**config.mk**
```make
export PLATFORM = sky130hd
export DESIGN_NAME = multicycle_controller_flat
export DESIGN_NICKNAME = d
export VERILOG_FILES = /design/src/rtl/multicycle_controller_if.sv /design/src/rtl/multicycle_controller.sv /design/src/flat_wrapper.sv
export SDC_FILE = /design/constraint.sdc
export NUM_CORES = 1
export LEC_CHECK = 0
export ABC_AREA = 0
export CORE_MARGIN = 2
export CORE_UTILIZATION = 46
export CTS_CLUSTER_DIAMETER = 30
export DETAILED_ROUTE_END_ITERATION = 7
export PLACE_DENSITY = 0.78
export SETUP_SLACK_MARGIN = 0.3
export SLEW_MARGIN = 10
export SYNTH_ARGS = -nofsm -noshare
export SYNTH_HDL_FRONTEND = slang
export SYNTH_SLANG_ARGS = --single-unit
```
**constraint.sdc**
```tcl
create_clock -name clk -period 2.5 [get_ports clk]
set_clock_uncertainty 0.2 [all_clocks]
set_input_delay 0.5 -clock clk [delete_from_list [all_inputs] [get_ports clk]]
set_output_delay 0.5 -clock clk [all_outputs]
set_load 0.02 [all_outputs]
```
**src/rtl/multicycle_controller_if.sv**
```systemverilog
// Control/handshake bundle between the multicycle controller and its
// environment (instruction memory, data memory, datapath, status).
//   master : the controller side (drives requests, strobes and status)
//   slave  : the environment side (drives run, instr and the acks)
interface multicycle_controller_if;
  logic       run;
  logic [7:0] instr;        // [7:4] opcode, [3:0] funct; valid with imem_ack
  logic       imem_req;
  logic       imem_ack;
  logic       dmem_ack;
  logic       mem_read;
  logic       mem_write;
  logic       ir_write;
  logic       pc_write;
  logic       jump;
  logic       reg_write;
  logic       reg_dst;
  logic       alu_src;
  logic       mem_to_reg;
  logic [2:0] alu_op;       // 000 ADD, 001 SUB
  logic [2:0] state;
  logic [7:0] retire_cnt;
  logic       err_illegal;
  logic       err_timeout;

  modport master (
    input  run, instr, imem_ack, dmem_ack,
    output imem_req, mem_read, mem_write, ir_write, pc_write, jump,
           reg_write, reg_dst, alu_src, mem_to_reg, alu_op,
           state, retire_cnt, err_illegal, err_timeout
  );

  modport slave (
    output run, instr, imem_ack, dmem_ack,
    input  imem_req, mem_read, mem_write, ir_write, pc_write, jump,
           reg_write, reg_dst, alu_src, mem_to_reg, alu_op,
           state, retire_cnt, err_illegal, err_timeout
  );
endinterface

```
**src/rtl/multicycle_controller.sv**
```systemverilog
// Multicycle CPU control FSM: FETCH -> DECODE -> EXEC -> MEM -> WB for
// R-type / LW / SW, with JMP completing in DECODE. Memory waits are bounded
// by MEM_TIMEOUT un-acked cycles; illegal opcodes and timeouts park the FSM
// in ERR until reset.
// Ports:
//   clk   : single clock, rising edge
//   rst_n : asynchronous active-low reset
//   bus   : multicycle_controller_if.master (handshakes, strobes, status)
module multicycle_controller #(
  parameter int MEM_TIMEOUT = 15  // 1..15 un-acked wait cycles
) (
  input  logic                     clk,
  input  logic                     rst_n,
  multicycle_controller_if.master  bus
);

  typedef enum logic [2:0] {
    IDLE   = 3'd0,
    FETCH  = 3'd1,
    DECODE = 3'd2,
    EXEC   = 3'd3,
    MEM    = 3'd4,
    WB     = 3'd5,
    ERR    = 3'd6,
    BAD    = 3'd7
  } state_t;

  localparam logic [3:0] OP_R   = 4'h0;
  localparam logic [3:0] OP_LW  = 4'h1;
  localparam logic [3:0] OP_SW  = 4'h2;
  localparam logic [3:0] OP_JMP = 4'h6;
  localparam logic [3:0] TMO    = 4'(MEM_TIMEOUT);

  state_t     st, st_nxt;
  logic [3:0] opcode, funct;
  logic [3:0] wait_cnt, wait_nxt, wait_inc;
  logic [7:0] retire_cnt;
  logic       err_ill, err_tmo;
  logic       retire, set_ill, set_tmo;
  logic       ack, tmo;
  logic       is_r, is_lw, is_sw, is_jmp;

  assign is_r   = (opcode == OP_R);
  assign is_lw  = (opcode == OP_LW);
  assign is_sw  = (opcode == OP_SW);
  assign is_jmp = (opcode == OP_JMP);

  // Only one memory wait can be in progress, so one counter serves both.
  assign ack      = (st == FETCH) ? bus.imem_ack : bus.dmem_ack;
  assign wait_inc = wait_cnt + 4'd1;
  assign tmo      = !ack && (wait_inc == TMO);

  always_ff @(posedge clk or negedge rst_n) begin
    if (!rst_n) begin
      st         <= IDLE;
      opcode     <= '0;
      funct      <= '0;
      wait_cnt   <= '0;
      retire_cnt <= '0;
      err_ill    <= 1'b0;
      err_tmo    <= 1'b0;
    end else begin
      st       <= st_nxt;
      wait_cnt <= wait_nxt;
      if (st == FETCH && bus.imem_ack) {opcode, funct} <= bus.instr;
      if (retire)  retire_cnt <= retire_cnt + 8'd1;
      if (set_ill) err_ill    <= 1'b1;
      if (set_tmo) err_tmo    <= 1'b1;
    end
  end

  always_comb begin
    st_nxt         = st;
    wait_nxt       = '0;
    retire         = 1'b0;
    set_ill        = 1'b0;
    set_tmo        = 1'b0;
    bus.imem_req   = 1'b0;
    bus.ir_write   = 1'b0;
    bus.pc_write   = 1'b0;
    bus.jump       = 1'b0;
    bus.reg_write  = 1'b0;
    bus.reg_dst    = 1'b0;
    bus.alu_src    = 1'b0;
    bus.mem_to_reg = 1'b0;
    bus.mem_read   = 1'b0;
    bus.mem_write  = 1'b0;
    bus.alu_op     = 3'b000;
    unique case (st)
      IDLE: if (bus.run) st_nxt = FETCH;
      FETCH: begin
        bus.imem_req = 1'b1;
        // ir_write and the SW pc_write are qualified by the ack so the
        // strobe lands in the very cycle the memory accepts; everything
        // else depends only on state and the latched opcode/funct.
        bus.ir_write = bus.imem_ack;
        if (bus.imem_ack)  st_nxt = DECODE;
        else if (tmo)      begin st_nxt = ERR; set_tmo = 1'b1; end
        else               wait_nxt = wait_inc;
      end
      DECODE: begin
        if (is_r || is_lw || is_sw) st_nxt = EXEC;
        else if (is_jmp) begin
          bus.jump     = 1'b1;
          bus.pc_write = 1'b1;
          retire       = 1'b1;
          st_nxt       = bus.run ? FETCH : IDLE;
        end else begin
          st_nxt  = ERR;
          set_ill = 1'b1;
        end
      end
      EXEC: begin
        bus.alu_op  = (is_r && funct == 4'h1) ? 3'b001 : 3'b000;
        bus.alu_src = is_lw || is_sw;
        st_nxt      = is_r ? WB : MEM;
      end
      MEM: begin
        bus.mem_read  = is_lw;
        bus.mem_write = is_sw;
        bus.alu_src   = 1'b1;
        bus.pc_write  = is_sw && bus.dmem_ack;
        if (bus.dmem_ack) begin
          if (is_lw) st_nxt = WB;
          else begin
            retire = 1'b1;
            st_nxt = bus.run ? FETCH : IDLE;
          end
        end else if (tmo) begin
          st_nxt  = ERR;
          set_tmo = 1'b1;
        end else wait_nxt = wait_inc;
      end
      WB: begin
        bus.reg_write  = 1'b1;
        bus.pc_write   = 1'b1;
        bus.reg_dst    = is_r;
        bus.mem_to_reg = is_lw;
        bus.alu_src    = is_lw;
        retire         = 1'b1;
        st_nxt         = bus.run ? FETCH : IDLE;
      end
      ERR:     st_nxt = ERR;
      default: st_nxt = ERR;  // code 7 is never entered; recover into ERR
    endcase
  end

  assign bus.state       = st;
  assign bus.retire_cnt  = retire_cnt;
  assign bus.err_illegal = err_ill;
  assign bus.err_timeout = err_tmo;

endmodule

```
**src/flat_wrapper.sv**
```systemverilog
// flat-port wrapper written by rule: the top's interface ports become plain ports
module multicycle_controller_flat 
#(
  parameter int MEM_TIMEOUT = 15                               
)
  (clk, rst_n, bus_run, bus_instr, bus_imem_ack, bus_dmem_ack, bus_imem_req, bus_mem_read, bus_mem_write, bus_ir_write, bus_pc_write, bus_jump, bus_reg_write, bus_reg_dst, bus_alu_src, bus_mem_to_reg, bus_alu_op, bus_state, bus_retire_cnt, bus_err_illegal, bus_err_timeout);
  multicycle_controller_if bus_i ();
  input  logic clk;
  input  logic rst_n;
  input wire logic [$bits(bus_i.run)-1:0] bus_run;
  input wire logic [$bits(bus_i.instr)-1:0] bus_instr;
  input wire logic [$bits(bus_i.imem_ack)-1:0] bus_imem_ack;
  input wire logic [$bits(bus_i.dmem_ack)-1:0] bus_dmem_ack;
  output wire logic [$bits(bus_i.imem_req)-1:0] bus_imem_req;
  output wire logic [$bits(bus_i.mem_read)-1:0] bus_mem_read;
  output wire logic [$bits(bus_i.mem_write)-1:0] bus_mem_write;
  output wire logic [$bits(bus_i.ir_write)-1:0] bus_ir_write;
  output wire logic [$bits(bus_i.pc_write)-1:0] bus_pc_write;
  output wire logic [$bits(bus_i.jump)-1:0] bus_jump;
  output wire logic [$bits(bus_i.reg_write)-1:0] bus_reg_write;
  output wire logic [$bits(bus_i.reg_dst)-1:0] bus_reg_dst;
  output wire logic [$bits(bus_i.alu_src)-1:0] bus_alu_src;
  output wire logic [$bits(bus_i.mem_to_reg)-1:0] bus_mem_to_reg;
  output wire logic [$bits(bus_i.alu_op)-1:0] bus_alu_op;
  output wire logic [$bits(bus_i.state)-1:0] bus_state;
  output wire logic [$bits(bus_i.retire_cnt)-1:0] bus_retire_cnt;
  output wire logic [$bits(bus_i.err_illegal)-1:0] bus_err_illegal;
  output wire logic [$bits(bus_i.err_timeout)-1:0] bus_err_timeout;
  assign bus_i.run = bus_run;
  assign bus_i.instr = bus_instr;
  assign bus_i.imem_ack = bus_imem_ack;
  assign bus_i.dmem_ack = bus_dmem_ack;
  assign bus_imem_req = bus_i.imem_req;
  assign bus_mem_read = bus_i.mem_read;
  assign bus_mem_write = bus_i.mem_write;
  assign bus_ir_write = bus_i.ir_write;
  assign bus_pc_write = bus_i.pc_write;
  assign bus_jump = bus_i.jump;
  assign bus_reg_write = bus_i.reg_write;
  assign bus_reg_dst = bus_i.reg_dst;
  assign bus_alu_src = bus_i.alu_src;
  assign bus_mem_to_reg = bus_i.mem_to_reg;
  assign bus_alu_op = bus_i.alu_op;
  assign bus_state = bus_i.state;
  assign bus_retire_cnt = bus_i.retire_cnt;
  assign bus_err_illegal = bus_i.err_illegal;
  assign bus_err_timeout = bus_i.err_timeout;
  multicycle_controller #(.MEM_TIMEOUT(MEM_TIMEOUT)) u_core (.clk(clk), .rst_n(rst_n), .bus(bus_i));
endmodule
```
# --- Word-level counts from Yosys, hierarchy flattened ---
# Cells that the tools add are included.
word_totals:
  regBits: 25
  in_bits: 13
  out_inout_bits: 26
op_classes:
  n_addsub: 2
  reduce_logical: 10
  n_eq_ne: 11
  muxes: 39
ops:
  columns: ["op", "n"]
  rows:
  - ["3-bit 2-to-1 mux", 8]
  - ["1-bit 2-to-1 mux", 22]
  - ["3-bit one-hot mux with 6 select lines", 1]
  - ["4-bit 2-to-1 mux", 3]
  - ["1-bit one-hot mux with 3 select lines", 3]
  - ["8-bit by 1-bit adder with 8-bit output, second input constant", 1]
  - ["4-bit by 1-bit == test with 1-bit output, second input constant", 2]
  - ["4-bit one-hot mux with 2 select lines", 1]
  - ["3-bit by 2-bit == test with 1-bit output, second input constant", 2]
  - ["3-bit == test, second input constant", 2]
  - ["4-bit by 1-bit adder with 4-bit output, second input constant", 1]
  - ["4-bit by 2-bit == test with 1-bit output, second input constant", 1]
  - ["4-bit by 3-bit == test with 1-bit output, second input constant", 1]
  - ["4-bit == test, second input constant", 1]
  - ["1-bit logical AND", 4]
  - ["4-bit logical NOT", 1]
  - ["3-bit by 1-bit == test with 1-bit output, second input constant", 1]
  - ["3-bit logical NOT", 1]
  - ["1-bit logical OR", 3]
  - ["2-bit inequality test, second input constant", 1]
  - ["1-bit one-hot mux with 2 select lines", 1]
  - ["1-bit logical NOT", 1]

# --- Depth between registers and ports, before layout ---
# Gate-level depths: netlist of the first run.
logic_depth:
  ltp_word: 7
  depth_mapped: 6
  ltp_nobuf: 5

# --- Least setup slack after synthesis of the first run ---
# Ideal clock, no wire load.
synth_timing:
  path_type: "reg2out"
  start: "register u_core.st[1], in the netlist u_core.bus.state[1]"
  end: "output bus_alu_op[0]"
  arrival_ns: 1.783
  path_buffers: 1
  path_slack_ns: 0.017
  t_required_ns: 1.800
  stages_incl_launch_ff: 5
  path_cell_list: "dfrtp_1 clkbuf_1 nor4b_1 nand4b_1 nor4_1"
synth_between:
  elab_chain_len: 2
synth_lines:
  columns: ["element", "line_no", "rtl"]
  rows:
  - ["start, declared", "multicycle_controller.sv:34", "state_t st, st_nxt;"]
  - ["start signal, assigned", "multicycle_controller.sv:63", "st <= st_nxt;"]
  - ["3-bit by 2-bit == test with 1-bit output", "multicycle_controller.sv:89", "unique case (st)"]
  - ["3-bit 2-to-1 mux", "multicycle_controller.sv:89", null]
  - ["end, declared", "flat_wrapper.sv:24", "output wire logic [$bits(bus_i.alu_op)-1:0] bus_alu_op;"]
# Every way passes these cells.

# --- Worst setup path in the final report of the first run ---
layout_timing:
  start: "register u_core.opcode[2]"
  end: "output bus_alu_src"
layout_between:
  elab_chain_len: 3
layout_lines:
  columns: ["element", "line_no", "rtl"]
  rows:
  - ["start, declared", "multicycle_controller.sv:35", "logic [3:0] opcode, funct;"]
  - ["start signal, assigned", "multicycle_controller.sv:65", "if (st == FETCH && bus.imem_ack) {opcode, funct} <= bus.instr;"]
  - ["4-bit by 1-bit == test with 1-bit output or 4-bit by 2-bit == test with 1-bit output (tied branches)", "multicycle_controller.sv:44, multicycle_controller.sv:45", null]
  - ["1-bit logical OR", "multicycle_controller.sv:115", "bus.alu_src = is_lw || is_sw;"]
  - ["1-bit one-hot mux with 3 select lines (*)", "multicycle_controller.sv:89", null]
  - ["end, declared", "flat_wrapper.sv:22", "output wire logic [$bits(bus_i.alu_src)-1:0] bus_alu_src;"]
# Mark *: on every way between the ends. The rest lies on a longest branch, timed or not.

==> impl_metrics.json, run 1 <==
{
  "status": "finished, final reports clean",
  "final_antenna_net_count": 0,
  "wirelength_mm": 3.74,
  "crit_path_top_delay_cell": "or4b_4",
  "antenna_cells": 0,
  "drt_iter0_drc": 18,
  "final.setup.worst_slack_ps": 99.7,
  "worstRegToRegCells": 7,
  "layout_common_cells": "buf_4, dfrtp_1, clkdlybuf4s50_1",
  "whs_endpoint": "u_core.bus.retire_cnt[7]",
  "crit_cells": 4,
  "core_um2": 3030,
  "dr.pass1.iters": 4,
  "hold_buffers": 0,
  "yosysTopAreaCell": "dfrtp_1",
  "ctsLongestPathBuffers": 2,
  "worstSkewPairLatency_ps": 310,
  "ys_types": 49,
  "preCtsSetupSlack_ps": -91.9,
  "die_y_um": 60.4,
  "crit_chain": "or4b_4 -> a21oi_4 -> or2_2 -> buf_6",
  "cts-root-buf": "clkbuf_4",
  "port_buffers": 36,
  "path_buf_inv": 1,
  "grt_pass1_vias": 1392,
  "synth-seq-area-share_pct": 42.8,
  "reg2reg_from": "u_core.opcode[2]",
  "drv_cap": 0,
  "crit_type": "flop to primary output",
  "cts.sinks": 25,
  "layout_commonest_cell": "buf_4",
  "synth-edff-count": 0,
  "final_nets": 229,
  "maxSlewViolCount": 0,
  "period_needed_ps": 2400,
  "fp-row-count": 20,
  "ys_ff_latch": 25,
  "ir_drop_mv": 0.635,
  "cp.required_ps": 1800,
  "r2r-end": "u_core.bus.retire_cnt[1]",
  "syn_area_per_cell_um2": 10.0,
  "ys.flop_type": "dfrtp_1",
  "wire_per_inst_um": 14.6,
  "yosys_warnings": 0,
  "crit_fanout": 4,
  "cts.clk_slew.worst_paths_ps": 140,
  "slowest_delay_ps": 590,
  "hpwl_mm": 2.74,
  "r2r_slack_ps": 120,
  "power_density_nw_per_um2": 1080,
  "grt_pass1_wl_mm": 5.98,
  "grt.total_usage_pct": 22.1,
  "via_count": 1354,
  "min_path_cells": 1,
  "p_leak_uw": 0.000967,
  "setup_viol": 0,
  "min_from": "u_core.bus.retire_cnt[7]",
  "rsz0062_at_grt": "true",
  "cp-start-kind": "flop",
  "synthDominantCellAreaShare_pct": 42.8,
  "cts_buffers": 3,
  "hold_path_class": "flop to flop",
  "viasPerCell": 5.29,
  "cp.arrival_ps": 1700,
  "synthTopCellsByArea": "dfrtp_1, mux2_2, xor2_1",
  "die_x_um": 60.4,
  "fin_area_um2": 2230,
  "start_util_pct": 48.3,
  "hold_viol": 0,
  "dieArea_um2": 3640,
  "place.gp.congestion": 0.811,
  "ys_async_sr_fraction_pct": 100,
  "fillers": 217,
  "fin_crit_sh_pct": 96.0,
  "ios": 39,
  "drive_gt1_share_pct": 40.6,
  "crit_path_end_kind": "primary output",
  "syn2layout_area_growth_pct": 52.6,
  "syn-instance-count": 146,
  "antenna_found_initial": 0,
  "h-tree-depth": 1,
  "grt_overflow": 0,
  "drc": 0,
  "critPathTopFamily": "simple AND/OR/NAND/NOR gates",
  "power.total_uw": 2410,
  "placed_area_um2": 2020,
  "synth_area_um2": 1460,
  "tritoncts": "done",
  "max_freq_mhz": 417,
  "grt_start_max_net_pins": 26
}
## area by class of cell
cell class	count	area [um^2]	area share, %
tap	44	55.1	2.47
inverter	5	18.8	0.842
clock buffer	3	22.5	1.01
timing repair buffer	71	646	29.0
multi-input combinational	107	853	38.3
sequential	25	629	28.2
clock inverter	1	5.00	0.224
## report_power, final
| group | total (uW) | internal (uW) | switching [uW] |
|---|---|---|---|
| logic | 1470 | 775 | 691 |
| registers | 762 | 572 | 190 |
| clock network | 181 | 59.9 | 121 |
| total | 2410 | 1410 | 1000 |
## through the flow
stage,util [%],TNS (ps),hold slack (ps),instances
final,73.6,0,274,256
after global routing,73.6,0,289,256
after CTS,70.5,0,279,253
after detailed placement,66.9,-105,247,240
after global placement,66.9,0,241,240
after floorplan,-,0,4.41,147
## cells in the mapped netlist, drive strengths merged (4+ instances only)
cell,number
xor2,8
clkbuf,5
a21oi,12
nand4,4
nor3,4
buf,5
nor2,10
dfrtp,25
mux2,9
nor4,5
inv,5
nand2,9
## metal layers
metal | wire (um) | GRT usage, % | vias to the layer above
met5 | 0 | 0 | -
met4 | 31 | 8.57 | 0
met3 | 134 | 3.20 | 4
met2 | 2050 | 41.1 | 36
met1 | 1530 | 25.3 | 658
li1 | - | - | 656
## cell families (layout without fill, tap and decap cells)
group	count (synthesis)	count (layout)	synth area share, %
and+or+nand+nor	50	50	19.9
AOI/OAI and AO/OA	33	33	16.8
DFF	25	25	42.8
buffers and inverters	15	80	4.54
xor gates and xnor gates	10	10	5.99
muxes	9	9	7.19
adders and majority gates	3	3	2.57
other	1	2	0.257
## flip-flops by register name, summed over array words and instances, names as in the netlist
name	flops
u_core.bus.err_illegal	1
u_core.bus.err_timeout	1
u_core.bus.retire_cnt	8
u_core.bus.state	3
u_core.funct	4
u_core.opcode	4
u_core.wait_cnt	4
## repair_timing
action	CTS	global route
pin swaps	8	6
gates resized for setup	68	21
setup endpoints to repair	15	23
buffers inserted	9	3
endpoints found under the hold margin	0	0
## how the worst max path moves through the flow
stage                              startpoint       endpoint  slack [ps]
after floorplan           u_core.bus.state[0]  bus_alu_op[0]         220
after global placement       u_core.opcode[1]    bus_alu_src           2
after detailed placement     u_core.opcode[1]    bus_alu_src         -90
after CTS                    u_core.opcode[2]    bus_alu_src         100
after global routing         u_core.opcode[2]    bus_alu_src          30
final                        u_core.opcode[2]    bus_alu_src         100
(Power assumes the default switching activity.)
==> run 2, diff against run 1 <==
- HOLD_SLACK_MARGIN: default -> 0.1
==> results of run 2 <==
Final layout, timing and power as in run 1 (identical DEF).
==> RTL edit: new RTL, settings of run 2 <==
Make the reset (`rst_n`) synchronous in one clocked block. Comments in the files are not updated.
--- a/src/rtl/multicycle_controller.sv
+++ b/src/rtl/multicycle_controller.sv
@@ -51,5 +51,5 @@
   assign tmo      = !ack && (wait_inc == TMO);
 
-  always_ff @(posedge clk or negedge rst_n) begin
+  always_ff @(posedge clk) begin
     if (!rst_n) begin
       st         <= IDLE;
Function: differs if rst_n is asserted again (counterexample within 4 cycles, from zero or initial values and one cycle with rst_n low); with rst_n held inactive, the same outputs for 10 cycles.
==> RTL edit against run 2 <==
- hold slack worse by 0.0071 ns
- wire length is 5.4% higher
- final area is 8.0% lower
- highest routed layer unchanged
- largest cell class unchanged
- global-route usage is 0.68 points higher
- sequential share of layout area is 3.0 points lower
- non-clock buffer count is 16 lower
- synthesized area is 1.2% higher
- worst setup slack better by 0.11 ns
- sequential cell count stayed put
Power is not compared: it rests on default switching activity, and its combinational part moved more than twofold at a synthesized area within 25%.
==> RTL edit: results (changes against run 2) <==
metric,value,unit,change
fin_nets,248,,+8.3%
avgViaCountPerCell,5.45,,+3.1%
yosysUniqueCellTypes,54,,+10%
whs,0.267,ns,-0.00708 ns
reg2reg_to,u_core.bus.retire_cnt[6],,
status,"complete, no violations",,
die-width,60.7,um,+0.55%
ys_seq_area_share,33.8,%,-9.0 points
track_usage,22.7,%,+0.68 points
hold_depth,2,,+1
clock_latency,0.33,ns,+0.02 ns
async_flop_share,0,%,-100 points
min-delay-start,u_core.funct[2],,
yosys_most_used_dff,dfxtp_1,,
grt_pass1_wl,6350,um,+6.2%
layout.nonclk_buf_share,23.6,%,-5.3 points
routed_wl,3940,um,+5.4%
inverters,8,,+3
final-clk-cell-share,1.34,%,+0.11 points
slowest_delay,0.57,ns,-0.02 ns
sh_seq_area,25.3,%,-3.0 points
grt_max_degree,18,,-31%
synthesis.instances,182,,+25%
synth_compound_area_share,19.4,%,+2.6 points
drive_gt1_share,26.0,%,-15 points
postCtsSetupRepairBufs,1,,-8
rr_worst_depth,5,,-2
dp_cells,268,,+12%
## RTL edit: changes by cell type in the layout (fill, tap and decap cells not counted), sizes merged, moves of 6 or more
| cell | change |
|---|---|
| dfxtp | +25 |
| mux2 | -9 |
| nand2 | +20 |
| xor2 | -6 |
| dfrtp | -25 |
| nand3 | +6 |
| buf | -17 |
## RTL edit: worst max-delay path by stage
stage | startpoint | slack [ns] | cells after the start | to
2_1_floorplan | u_core.bus.state[0] | 0.28 | 4 | bus_alu_src
3_3_place_gp | bus_dmem_ack | 0.03 | 3 | bus_pc_write
3_5_place_dp | bus_imem_ack | 0.03 | 4 | bus_ir_write
4_1_cts | u_core.opcode[2] | 0.19 | 5 | bus_alu_src
5_1_grt | u_core.opcode[1] | 0.16 | 5 | bus_alu_src
6_report | u_core.opcode[1] | 0.21 | 5 | bus_alu_src
## RTL edit: metal layers
metal,track usage (%),wire length (um),vias up
met5,0,0,-
met4,9.32,48,0
met2,41.5,2000,53
li1,-,-,748
met1,26.8,1640,693
met3,2.77,251,5
